[src/rtl/bcd_seg7_scan.sv]
// Two-digit multiplexed 7-segment driver with inter-slot dark gap,
// per-frame digit snapshot, leading-zero blanking and dash for non-BCD.
module bcd_seg7_scan #(
  parameter int DIGIT_CYCLES = 50000,
  parameter int GAP_CYCLES   = 500,
  parameter bit ACTIVE_LOW   = 1'b1
) (
  input  logic       CLK,
  input  logic       RST_N,
  input  logic [3:0] digit_1,
  input  logic [3:0] digit_2,
  input  logic       blank_lz,
  output logic [6:0] seg,
  output logic [1:0] an
);

  localparam int MAXC = (DIGIT_CYCLES > GAP_CYCLES) ?
                        DIGIT_CYCLES : GAP_CYCLES;
  localparam int CW = (MAXC > 1) ? $clog2(MAXC) : 1;

  localparam logic [CW-1:0] DLAST = CW'(DIGIT_CYCLES - 1);
  localparam logic [CW-1:0] GLAST =
    CW'((GAP_CYCLES > 0) ? GAP_CYCLES - 1 : 0);

  localparam logic [6:0] SEG_OFF = ACTIVE_LOW ? 7'h7F : 7'h00;
  localparam logic [1:0] AN_OFF  = ACTIVE_LOW ? 2'b11 : 2'b00;

  typedef enum logic [1:0] {
    SHOW0,
    GAP0,
    SHOW1,
    GAP1
  } state_e;

  state_e        state_q, state_d;
  logic [CW-1:0] cnt_q, cnt_d;
  logic [3:0]    ones_q, ones_d;
  logic [3:0]    tens_q, tens_d;
  logic          blz_q, blz_d;
  logic          prime_q, prime_d;
  logic [6:0]    seg_q, seg_d;
  logic [1:0]    an_q, an_d;

  function automatic logic [6:0] decode(input logic [3:0] d);
    logic [6:0] s;
    unique case (d)
      4'd0:    s = 7'h3F;
      4'd1:    s = 7'h06;
      4'd2:    s = 7'h5B;
      4'd3:    s = 7'h4F;
      4'd4:    s = 7'h66;
      4'd5:    s = 7'h6D;
      4'd6:    s = 7'h7D;
      4'd7:    s = 7'h07;
      4'd8:    s = 7'h7F;
      4'd9:    s = 7'h6F;
      default: s = 7'h40;
    endcase
    return s;
  endfunction

  // Next state, slot counter, snapshot capture and output image
  always_comb begin
    logic       adv;
    logic [1:0] act_an;
    logic [6:0] act_seg;
    state_d = state_q;
    cnt_d   = cnt_q + CW'(1);
    ones_d  = ones_q;
    tens_d  = tens_q;
    blz_d   = blz_q;
    prime_d = 1'b0;
    adv     = 1'b0;
    act_an  = 2'b00;
    act_seg = 7'h00;
    if (prime_q) begin
      // first edge after reset: load digits, hold slot at its start
      cnt_d  = '0;
      ones_d = digit_1;
      tens_d = digit_2;
      blz_d  = blank_lz;
    end else begin
      unique case (state_q)
        SHOW0: begin
          act_an  = 2'b01;
          act_seg = decode(ones_q);
          if (cnt_q == DLAST) begin
            adv     = 1'b1;
            state_d = (GAP_CYCLES == 0) ? SHOW1 : GAP0;
          end
        end
        GAP0: begin
          if (cnt_q == GLAST) begin
            adv     = 1'b1;
            state_d = SHOW1;
          end
        end
        SHOW1: begin
          if (!(blz_q && tens_q == 4'd0)) begin
            act_an  = 2'b10;
            act_seg = decode(tens_q);
          end
          if (cnt_q == DLAST) begin
            adv     = 1'b1;
            state_d = (GAP_CYCLES == 0) ? SHOW0 : GAP1;
          end
        end
        GAP1: begin
          if (cnt_q == GLAST) begin
            adv     = 1'b1;
            state_d = SHOW0;
          end
        end
      endcase
      if (adv) begin
        cnt_d = '0;
      end
      if (adv && state_d == SHOW0) begin
        ones_d = digit_1;
        tens_d = digit_2;
        blz_d  = blank_lz;
      end
    end
    an_d  = ACTIVE_LOW ? ~act_an : act_an;
    seg_d = ACTIVE_LOW ? ~act_seg : act_seg;
  end

  // State, snapshot and registered display outputs
  always_ff @(posedge CLK or negedge RST_N) begin
    if (!RST_N) begin
      state_q <= SHOW0;
      cnt_q   <= '0;
      ones_q  <= '0;
      tens_q  <= '0;
      blz_q   <= 1'b0;
      prime_q <= 1'b1;
      seg_q   <= SEG_OFF;
      an_q    <= AN_OFF;
    end else begin
      state_q <= state_d;
      cnt_q   <= cnt_d;
      ones_q  <= ones_d;
      tens_q  <= tens_d;
      blz_q   <= blz_d;
      prime_q <= prime_d;
      seg_q   <= seg_d;
      an_q    <= an_d;
    end
  end

  assign seg = seg_q;
  assign an  = an_q;

endmodule
[config.mk]
export PLATFORM = sky130hd
export DESIGN_NAME = bcd_seg7_scan
export DESIGN_NICKNAME = d
export VERILOG_FILES = /design/src/rtl/bcd_seg7_scan.sv
export SDC_FILE = /design/constraint.sdc
export NUM_CORES = 1
export LEC_CHECK = 0
export CAP_MARGIN = 30
export CORE_MARGIN = 1
export CORE_UTILIZATION = 42
export CTS_BUF_LIST = sky130_fd_sc_hd__clkbuf_8 sky130_fd_sc_hd__clkbuf_16
export CTS_CLUSTER_SIZE = 8
export DETAILED_ROUTE_END_ITERATION = 8
export HOLD_SLACK_MARGIN = 0.1
export PLACE_DENSITY = 0.73
export SYNTH_ARGS = -nofsm -noshare
export SYNTH_HDL_FRONTEND = slang
export SYNTH_SLANG_ARGS = --single-unit
[constraint.sdc]
create_clock -name CLK -period 2.6 [get_ports CLK]
set_input_delay 0.78 -clock CLK [delete_from_list [all_inputs] [get_ports CLK]]
set_output_delay 0.78 -clock CLK [all_outputs]
set_load 0.005 [all_outputs]
==> impl_results.md <==
* Leading post-synthesis cells by cell area: dfrtp_1 (33%), dfstp_2 (13%), ha_1 (7.3%), mux2_4 (6.6%), xnor2_1 (5.1%)
* Period minus WS final at about 2.1 ns
* Iter 0 DRT Violations at 66
* Data arrival time of the critical path at 1.31 ns
* Fraction of registers with async set/reset at 1.00
* Placeable core area at approximately 0.0047 sq mm
* Reg2reg path depth at 4
* Vias in the first global route at 1382
* DR pass1 iterations at 4
* DP Worst Slack at roughly 0.54 ns
* Crit share post-route at 0.802
* Via Count at about 1500
* Die Y at 72.0 um
* Initial Utilization at 0.435
* Antenna Nets Post-Route at 0
* Crit Reg-Reg Startpoint: cnt_q[14]$_DFF_PN0_
* Mapped cell area at 0.00206 sq mm
* Syn_nets at 225
* Hold Startpoint: cnt_q[0]$_DFF_PN0_
* Clk_lat worst skew at ~0.29 ns
* TritonCTS clock tree: done
* Crit path depth at 1
* Layout cell share with drive strength beyond 1 at 0.152
* FP Rows at 25
* Yosys warns at 0
* Seq cells post-synth at 37
* Initial antenna violation count at 0
* Fill cells at ~430
* Clock transition at path regs at 0.07 ns
* GRT overflow at 0
* GRT Total Usage at 0.163
* H-Tree Level Count at 2
* Top cell type's share of synthesized area at 0.329
* Sequential area share after synthesis at 0.456
* Final worst setup slack at slightly above 0.5 ns
* Max Freq at 0.479 GHz
* Final Hold Vio Count at 0
* Final Core Density at 0.514
* Setup crit start kind: flip-flop
* First-pass GRT wire length at between 6000 and 7000 um
* CP cell instances: clkdlybuf4s50_1
* Power Total at roughly 0.0013 W
* R2r setup slk at 0.56 ns
* Critical path endpoint category: output pin
* Worst Path Class, Setup: reg -> out
* Sink Count at 37
* Slew Viols, Final at 0
* Via density at 5.04
* WL final at 3660 um
* Area grow syn2layout at 18.2%
* Finish-stage setup viols at 0
* Final Skew at 0.0116 ns
* Cell family with most CP delay: flip-flops
* Max_cap viols at 0
* Synth area leader: dfrtp_1
* Post-Syn Instances at 202
* Buffers from clock root to sink, at most at 2
* Hold path depth at 1
* Tightest Hold Check Type: reg -> reg
* Unique cell type count in the Yosys netlist at 38
* LEAKAGE at between 0.9 and 1 nW
* Endpoint, Worst Hold: cnt_q[0]$_DFF_PN0_
* EDFF count, synth at 0
* Post-CTS Hold Fix Bufs at 0
* Largest stage delay, worst path at roughly 0.52 ns
* GP Congestion at 0.880
* Post-CTS Setup Bufs at 0
* Max IR drop VDD at 313 uV
* TNS Setup at 0 ns
* Die W at slightly above 70 um
* Crit-path slowest cell: dfstp_2
* Top-level I/O count at 20
* Ant. Diodes at 0
* Port Buffers at 19
* Synth Flop Type: dfrtp_1
* Root Buffer: clkbuf_8
* WHS at 0.465 ns
* Pwr/cell area at 550 mW/mm^2
* DRC at 0
* Commonest non-fill, non-tap cells in the layout: dfrtp_1 (27), nor2_1 (25), clkdlybuf4s50_1 (19)
* RSZ-0062 raised after global routing: no
* Run status: completed
* Worst Path Buf+Inv at 1
* Die area at 0.00518 sq mm
* CTS resizes at 0
* Reg-to-reg endpoint: ones_q[0]$_DFFE_PN0P_
* WL/cell at 12.6 um
* Avg Cell Area, Syn at 10.2 sq um
* CTS Buf Count at 5
* CP required at 1.82 ns
* Nets at 246
* Max FO, Critical Path at 1
* Largest net degree at the start of global routing at 38
* Final HPWL DP at 2510 um
* Most common cell after layout, fill and taps aside: dfrtp_1
[worst reg2reg max path: cells and delay by family (launching register included)]
kind	cells	cell delay [ns]
DFF	1	0.43
AOI/OAI and AO/OA	1	0.25
and+or+nand+nor	2	0.90
muxes	1	0.36
[sequential cells by signal, summed over array words and instances (netlist names)]
signal and flops:
state_q 2, prime_q 1, an 2, tens_q 4
seg 7, ones_q 4, cnt_q 16, blz_q 1
[logic make-up (layout without fill, tap and decap cells)]
family                     count (synthesis)  in the layout  share of synthesized area
AOI/OAI and AO/OA                         33             33                      0.105
xor gates and xnor gates                  14             14                     0.0596
other                                      1              1                    0.00182
and+or+nand+nor                           78             78                      0.203
buffers and inverters                     18             40                     0.0353
DFF                                       37             37                      0.456
adders and majority gates                 12             12                     0.0730
muxes                                      9              9                     0.0657
[worst max path at each step]
stage                                       end                start  slack, ns
after CTS                                seg[5]     seg[5]$_DFF_PN1_       0.50
after global routing         cnt_q[8]$_DFF_PN0_  cnt_q[10]$_DFF_PN0_       0.38
after detailed placement  ones_q[0]$_DFFE_PN0P_  cnt_q[10]$_DFF_PN0_       0.54
after global placement    ones_q[2]$_DFFE_PN0P_  cnt_q[10]$_DFF_PN0_       0.58
after floorplan               blz_q$_DFFE_PN0P_  cnt_q[10]$_DFF_PN0_       0.66
final                                    seg[5]     seg[5]$_DFF_PN1_       0.51
[metrics by stage]
| stage | instances | instance area [sq um] |
|---|---|---|
| finish | 291 | 2430 |
| global route | 291 | 2430 |
| CTS | 291 | 2430 |
| detailed placement | 283 | 2310 |
| global placement | 283 | 2310 |
| floorplan | 202 | 2060 |
[report_power, final]
group	internal (W)	leakage, nW	switching, W	total, W
Clock	0.000309	0.0626	0.000203	0.000512
Sequential	0.000616	0.459	0.0000341	0.000650
Combinational	0.0000977	0.471	0.0000769	0.000175
[routing by layer]
metal / part of all wire / global-route usage
met2: 0.48 / 0.253
met5: 0 / 0
met3: 0.031 / 0.0583
met1: 0.48 / 0.214
met4: 0.0098 / 0.0523
[cell usage after synthesis (2+ instances only)]
library cell	count
a21boi_0	2
a21o_1	2
a21oi_1	12
clkbuf_1	5
dfrtp_1	27
dfstp_2	10
ha_1	12
inv_1	11
mux2_4	9
nand2_1	12
nand2b_1	11
nand3_1	5
nand4_1	4
nor2_1	25
nor3_1	3
nor4_1	7
o21ai_0	9
or2_2	2
or3_1	2
or4_1	2
xnor2_1	12
xor2_1	2
[layout make-up]
| cell class | count | area, sq um | share of cell area |
|---|---|---|---|
| clock inverters | 2 | 33.8 | 0.0139 |
| repair buffers | 21 | 205 | 0.0844 |
| well taps | 67 | 83.8 | 0.0345 |
| inverters | 11 | 41.3 | 0.0170 |
| clock buffers | 6 | 82.6 | 0.0340 |
| multi-input cells | 147 | 1040 | 0.430 |
| flip-flops and latches | 37 | 938 | 0.386 |
Note: power is estimated with default switching activity, not from simulation.
